===== src/rtl/random_target_spawner.sv =====
// rtl/random_target_spawner.sv - draws random slots from the generator and keeps the active-target mask
// Optional macro SPAWN_TIMER_EN adds a periodic auto-spawn request every SPAWN_PERIOD cycles.
module random_target_spawner #(
    parameter int NUM_SLOTS    = 10,
    parameter int MAX_RETRIES  = 3,
    parameter int SPAWN_PERIOD = 50000000
) (
    input  logic                 clk,
    input  logic                 resetN,
    input  logic                 spawnRequest,
    input  logic [NUM_SLOTS-1:0] targetHit,
    input  logic [3:0]           randomNumber,
    output logic                 getRandomNumber,
    output logic [NUM_SLOTS-1:0] targetMask,
    output logic                 spawnDone,
    output logic [3:0]           spawnSlot,
    output logic                 busy,
    output logic                 full
);

    localparam logic [2:0] S_IDLE  = 3'd0;
    localparam logic [2:0] S_REQ   = 3'd1;
    localparam logic [2:0] S_WAIT  = 3'd2;
    localparam logic [2:0] S_CHECK = 3'd3;
    localparam logic [2:0] S_SCAN  = 3'd4;

    localparam int             RW        = (MAX_RETRIES < 1) ? 1 : $clog2(MAX_RETRIES + 1);
    localparam logic [RW-1:0]  RETRY_MAX = RW'(MAX_RETRIES);
    localparam logic [3:0]     SLOTS     = 4'(NUM_SLOTS);
    localparam logic [3:0]     SLOT_LAST = 4'(NUM_SLOTS - 1);

    logic [2:0]           state;
    logic [2:0]           state_nxt;
    logic [RW-1:0]        retry_cnt;
    logic                 pending;
    logic [3:0]           scan_idx;
    logic                 spawn_req;
    logic [15:0]          mask_ext;
    logic                 draw_ok;
    logic                 scan_ok;
    logic                 place;
    logic [3:0]           place_idx;
    logic [NUM_SLOTS-1:0] place_vec;

`ifdef SPAWN_TIMER_EN
    localparam int            TW = (SPAWN_PERIOD > 1) ? $clog2(SPAWN_PERIOD) : 1;
    logic [TW-1:0] timer_cnt;
    logic          timer_tick;

    assign timer_tick = (timer_cnt == TW'(SPAWN_PERIOD - 1));
    assign spawn_req  = spawnRequest | timer_tick;

    always_ff @(posedge clk or negedge resetN) begin
        if (!resetN) begin
            timer_cnt <= '0;
        end else begin
            timer_cnt <= timer_tick ? '0 : timer_cnt + TW'(1);
        end
    end
`else
    assign spawn_req = spawnRequest;
`endif

    // Zero-extended view so 4-bit draws 10..15 can be indexed safely; they are rejected by the range test.
    assign mask_ext  = 16'(targetMask);
    assign draw_ok   = (randomNumber < SLOTS) && !mask_ext[randomNumber];
    assign scan_ok   = !mask_ext[scan_idx];
    assign place     = ((state == S_CHECK) && draw_ok) || ((state == S_SCAN) && scan_ok);
    assign place_idx = (state == S_SCAN) ? scan_idx : randomNumber;

    assign getRandomNumber = (state == S_REQ);
    assign spawnDone       = place;
    assign busy            = (state != S_IDLE);
    assign full            = &targetMask;

    always_comb begin
        place_vec = '0;
        for (int i = 0; i < NUM_SLOTS; i++) begin
            place_vec[i] = place && (place_idx == 4'(i));
        end
    end

    always_comb begin
        state_nxt = state;
        case (state)
            S_IDLE:  if ((spawn_req || pending) && !full) state_nxt = S_REQ;
            S_REQ:   state_nxt = S_WAIT;
            S_WAIT:  state_nxt = S_CHECK;
            S_CHECK: begin
                if (draw_ok)                      state_nxt = S_IDLE;
                else if (retry_cnt < RETRY_MAX)   state_nxt = S_REQ;
                else                              state_nxt = S_SCAN;
            end
            S_SCAN:  if (scan_ok || full) state_nxt = S_IDLE;
            default: state_nxt = S_IDLE;
        endcase
    end

    always_ff @(posedge clk or negedge resetN) begin
        if (!resetN) begin
            state      <= S_IDLE;
            targetMask <= '0;
            spawnSlot  <= 4'd0;
            retry_cnt  <= '0;
            pending    <= 1'b0;
            scan_idx   <= 4'd0;
        end else begin
            state      <= state_nxt;
            // Hits clear every cycle; a placement into the same slot still sets it.
            targetMask <= (targetMask & ~targetHit) | place_vec;
            if (place) spawnSlot <= place_idx;

            if (state == S_IDLE)
                retry_cnt <= '0;
            else if ((state == S_CHECK) && !draw_ok && (retry_cnt < RETRY_MAX))
                retry_cnt <= retry_cnt + RW'(1);

            if (state == S_CHECK)
                scan_idx <= (randomNumber >= SLOTS) ? 4'd0 : randomNumber;
            else if (state == S_SCAN)
                scan_idx <= (scan_idx == SLOT_LAST) ? 4'd0 : scan_idx + 4'd1;

            // One-deep: the IDLE state consumes (or drops, when full) whatever was queued.
            if (state == S_IDLE)
                pending <= 1'b0;
            else if (spawn_req)
                pending <= 1'b1;
        end
    end

endmodule

===== config.mk =====
export PLATFORM = sky130hd
export DESIGN_NAME = random_target_spawner
export DESIGN_NICKNAME = d
export VERILOG_FILES = /design/src/rtl/random_target_spawner.sv
export SDC_FILE = /design/constraint.sdc
export NUM_CORES = 1
export LEC_CHECK = 0
export ABC_AREA = 1
export CORE_MARGIN = 2
export CORE_UTILIZATION = 54
export DETAILED_ROUTE_END_ITERATION = 8
export GPL_ROUTABILITY_DRIVEN = 1
export GPL_TIMING_DRIVEN = 0
export PLACE_DENSITY = 0.85
export SYNTH_ARGS = -nofsm -noshare
export SYNTH_HDL_FRONTEND = slang
export SYNTH_SLANG_ARGS = --single-unit
export TNS_END_PERCENT = 5

===== constraint.sdc =====
create_clock -name clk -period 3.2 [get_ports clk]
set_clock_uncertainty 0.2 [all_clocks]
set_input_delay 0.32 -clock clk [delete_from_list [all_inputs] [get_ports clk]]
set_output_delay 0.32 -clock clk [all_outputs]
set_load 0.03 [all_outputs]

# [Word level (Yosys, flattened, before mapping)]
# Cells that the tools add are included.
# W data, S select, Z words.
[totals] out_inout_bits=18 regBits=24
[classes] mux=18 n_reduce_logical=31 n_eq_ne=16 add_sub_neg=2 n_lt_le_gt_ge=5 n_bitwise=3
[ops] op="$mux W4" n=5
[ops] op="$eq A4 B3 Y1 const B" n=4
[ops] op="$logic_and A1 B1 Y1" n=16
[ops] op="$pmux W3 S5" n=1
[ops] op="$eq A4 B4 Y1 const B" n=3
[ops] op="$mux W3" n=4
[ops] op="$and A10 B10 Y10" n=1
[ops] op="$lt A4 B5 Y1 const B" n=2
[ops] op="$not A10 Y10" n=1
[ops] op="$or A10 B10 Y10" n=1
[ops] op="$reduce_and A10 Y1" n=1
[ops] op="$bmux W1 S4" n=2
[ops] op="$eq A4 B2 Y1 const B" n=2
[ops] op="$eq A3 B2 Y1 const B" n=2
[ops] op="$reduce_bool A2 Y1" n=3
[ops] op="$add A4 B1 Y4 const B" n=1
[ops] op="$eq A4 B1 Y1 const B" n=1
[ops] op="$ge A4 B4 Y1 const B" n=1
[ops] op="$logic_not A1 Y1" n=4
[ops] op="$logic_not A4 Y1" n=1
[ops] op="$lt A4 B4 Y1 const B" n=1
[ops] op="$mux W1" n=4
[ops] op="$mux W2" n=2
[ops] op="$eq A3 B1 Y1 const B" n=1
[ops] op="9 further kinds" n=11

# [Logic depth before layout (Yosys ltp)]
[depth] ltp_word=9 mapped_depth=11 mapped_depth_nobuf=11

# [Worst setup path before layout]
# OpenSTA, ideal clock, no wires.
[synth_path] kind="reg-to-output" start="register targetMask[9]" end="output port spawnDone" n_path_buf=1 setup_slack_ns=1.428 arrival_time_ns=1.252 required_time_ns=2.680 path_stages_with_launch=7 path_cell_list="dfrtp_1 > inv_1 > a21oi_1 > o211ai_1 > nand3_4 > nand2_4 > buf_6"
[synth_between] elab_chain_cells=6 word_cells_on_any_way=10 cone_classes="mux: 4; reduce/logical: 6"
[synth_rtl] item="from (decl)" line="14" source="output logic [NUM_SLOTS-1:0] targetMask,"
[synth_rtl] item="from (signal assigned)" line="110" source="targetMask <= (targetMask & ~targetHit) | place_vec;"
[synth_rtl] item="$bmux W1 S4" line="66" source="assign draw_ok = (randomNumber < SLOTS) && !mask_ext[randomNumber];"
[synth_rtl] item="$mux W1 (implied by the code)" line="66"
[synth_rtl] item="$logic_not A1 Y1" line="66"
[synth_rtl] item="$logic_and A1 B1 Y1" line="66"
[synth_rtl] item="$logic_and A1 B1 Y1" line="68" source="assign place = ((state == S_CHECK) && draw_ok) || ((state == S_SCAN) && scan_ok);"
[synth_rtl] item="$logic_or A1 B1 Y1 (*)" line="68"
[synth_rtl] item="to (decl)" line="15" source="output logic spawnDone,"
# Mark *: on every way between the ends. The rest lies on a longest branch, timed or not. The select of a mux whose other input is x is not followed.

# [Worst setup path in the final report]
[layout_path] start="input port randomNumber[0]" end="output port spawnDone"
[layout_between] elab_chain_cells=6 word_cells_on_any_way=7 cone_classes="order compare: 1; mux: 2; reduce/logical: 4"
[layout_rtl] item="from (decl)" line="12" source="input logic [3:0] randomNumber,"
[layout_rtl] item="$bmux W1 S4" line="66"
[layout_rtl] item="$mux W1 (implied by the code)" line="66"
[layout_rtl] item="$logic_not A1 Y1" line="66"
[layout_rtl] item="$logic_and A1 B1 Y1 (*)" line="66"
[layout_rtl] item="$logic_and A1 B1 Y1 (*)" line="68"
[layout_rtl] item="$logic_or A1 B1 Y1 (*)" line="68"
# Marked as above.

==> flow_summary.yaml <==
run_status:
  outcome: "finished, final reports clean"
power_and_ir_drop:
  peakVddDrop_uv: 690.5
  p_leak_uw: 0.001026
  internal_power_uw: 690.0
  switching_power_uw: 555.3
  pwr-share-clk_pct: 13.5
  powerDensity_mw_per_mm2: 627.9
  seq_power_share_pct: 36.4
  sw_frac_of_total_pct: 44.59
  p_comb_share_pct: 50.1
flow_run:
  drv_cap: 0
final_layout:
  area_delta_synth_final_pct: 26.50
  multi_input_area_um2: 820.8
  fin_nets: 285
  n_fill_cell: 232
  utilization_pct: 71.91
  ff_latch_area_um2: 600.6
  final_layout_size_suffix_gt1_share_pct: 11.65
  diodes: 0
  fin_cells: 297
timing:
  tns_ns: 0
  hold_viol: 0
  setup_violations: 0
  slew_headroom_pct: 28.19
  fmax_ghz: 0.3348
  fin_crit_ns: 2.987
  fin_crit_sh_pct: 93.35
  finalMaxSlewViolations: 0
  rsz0062_at_grt: "no"
  worst_pin_slew_ns: 1.074
detailed_routing:
  firstDrtPassIters: 4
  wirelength_mm: 3.750
  num_vias: 1563
  remaining_drc_errors: 0
  wl_per_cell_um: 12.63
  first_iter_violations: 66
  viasPerCell: 5.263
  ant_nets: 0
setup_path:
  critPathLaunchType: "primary input"
  crit_type: "in -> out"
  timing.critical_path.buf_inv: 4
  endpoint_kind: "output pin"
  cp_data_required_time_ns: 2.68
  critical-path-max-stage-delay_ns: 0.68
  path_delay_family: "buffers and inverters"
  path_cells: "clkdlybuf4s50_1 -> inv_2 -> a21oi_1 -> nand3_1 -> nand3_2 -> nand2_4 -> nand2_4 -> buf_6 -> clkdlybuf4s50_1"
  crit_fanout: 10
  critical_path.slowest_cell: "clkdlybuf4s50_1"
  arrival_ns: 2.47
cts:
  cts-root-buf: "clkbuf_4"
  cts_buffers: 3
  cts_tree: "built"
  clock_path_buffers: 2
  cts_resized: 0
  cts_setup_buffers: 0
  cts.htree.levels: 1
  clk_pin_slew_worst_paths_ns: 0.14
  hold_buffers: 0
  clkLatencyLatePin_ns: 0.32
  clock_sinks: 24
floorplan:
  die_w_um: 57.88
  num_rows: 19
  die_area_mm2: 0.003350
  initial_core_util_pct: 56.85
  io_pins: 35
  die_y_um: 57.88
  core_area_mm2: 0.002758
synthesis:
  seq_area_frac_synth_pct: 38.31
  yosys_warnings: 0
  syn_area_per_cell_um2: 6.876
  syn_area_mm2: 0.001568
  synth_nets: 246
  ys_types: 26
  synth_cells: 228
  synth-seq-cells: 24
global_routing:
  grt_usage_pct: 24.81
  grt_max_degree: 25
  grt_overflow: 0
  antenna_found_initial: 0
  first_global_vias: 1490
  grt_pass1_wl_mm: 6.410
placement:
  place_hpwl_mm: 2.921
  io_buffer_count: 34
  gp_congestion: 0.9222
  place_inst: 293
hold_path:
  hold_class: "reg -> reg"
==> metrics by stage <==
stage | cell area (um^2) | hold slack, ns | worst slack [ns] | power (uW)
floorplan | 1568 | -0.1756 | 1.428 | 880.3
global placement | 1947 | 0.2844 | 0.2392 | 1071
detailed placement | 1947 | 0.2926 | 0.2563 | 1082
CTS | 1983 | 0.3352 | 0.2356 | 1250
global route | 1983 | 0.3461 | 0.09284 | 1344
finish | 1983 | 0.3299 | 0.2129 | 1245
==> path summary, 6_finish.rpt <==
kind                                               start                       end  slack (ns)  cells past startpoint
max in group asynchronous                         resetN  retry_cnt[0]$_DFFE_PN0P_        1.80                      1
min in group asynchronous                         resetN   scan_idx[1]$_DFFE_PN0P_        0.36                      1
worst min-delay path            spawnSlot[3]$_DFFE_PN0P_  spawnSlot[3]$_DFFE_PN0P_        0.33                      2
worst min register to register  spawnSlot[3]$_DFFE_PN0P_  spawnSlot[3]$_DFFE_PN0P_        0.33                      2
worst max register to register   scan_idx[2]$_DFFE_PN0P_   targetMask[6]$_DFF_PN0_        1.39                      9
worst max-delay path                     randomNumber[0]                 spawnDone        0.21                      9
==> worst min-delay path: stages, from the launching register on <==
cell and delay, ns:
dfrtp_1 0.37, nand3_1 0.08, nand2_1 0.07
==> cells in the mapped netlist <==
cell type / n / area, um^2
a211oi_1: 1 / 7.510
a21oi_1: 6 / 30.03
nand3_2: 4 / 40.04
nand3_1: 21 / 105.1
or2_2: 8 / 50.05
buf_4: 1 / 7.510
inv_1: 29 / 108.9
o21ai_2: 2 / 17.52
nor2_1: 21 / 78.83
ha_1: 1 / 12.51
nand3b_1: 2 / 15.01
nand2_4: 2 / 22.52
buf_6: 1 / 11.26
o211ai_1: 2 / 15.01
o21ai_0: 6 / 30.03
nor3_1: 2 / 10.01
nand2_1: 82 / 307.8
o21ai_1: 1 / 5.000
inv_2: 5 / 18.77
nor2_8: 1 / 20.02
a31oi_1: 1 / 6.260
nor2_4: 1 / 11.26
dfrtp_1: 24 / 600.6
nor2_2: 1 / 6.260
nand3_4: 1 / 17.52
o22ai_1: 2 / 12.51
==> per-layer routing <==
metal | global-route usage, % | vias up | share of wire, %
li1 | - | 786 | -
met5 | 0 | - | 0
met4 | 11.63 | 0 | 1.9
met3 | 2.679 | 10 | 5.3
met1 | 34.29 | 712 | 46
met2 | 39.12 | 55 | 47
==> logic make-up after synthesis <==
kind of cell | Yosys count | share of synthesized area [%]
simple gates | 146 | 43.66
buf+inv | 36 | 9.338
flops | 24 | 38.31
compound gates | 21 | 7.901
fa+ha+maj | 1 | 0.7980
==> sequential cells by signal, indices dropped and copies added (netlist names) <==
register	cells
retry_cnt	2
pending	1
spawnSlot	4
scan_idx	4
state	3
targetMask	10
==> layout make-up <==
| cell class | instances | area share [%] |
|---|---|---|
| Tap cell | 31 | 1.956 |
| Timing Repair Buffer | 34 | 17.16 |
| Buffer | 2 | 0.9464 |
| Multi-Input combinational cell | 168 | 41.39 |
| Inverter | 34 | 6.435 |
| Sequential cell | 24 | 30.28 |
| Clock buffer | 4 | 1.830 |
==> power groups by stage <==
stage / Combinational (uW) / Sequential, uW / Clock, uW
floorplan: 378 / 503 / 0
global placement: 615 / 457 / 0
detailed placement: 622 / 461 / 0
CTS: 626 / 453 / 171
global route: 692 / 465 / 187
finish: 624 / 453 / 168
==> layout by cell type (no fill, tap or decap), types with 3 or more instances in the layout <==
cell type / count
a21oi_1: 6
o21ai_0: 6
nor2_1: 21
dfrtp_1: 24
inv_2: 5
inv_1: 29
clkdlybuf4s50_1: 34
nand3_2: 4
nand2_1: 82
clkbuf_4: 3
or2_2: 8
nand3_1: 21
No activity file was read; power rests on OpenSTA's default activity.
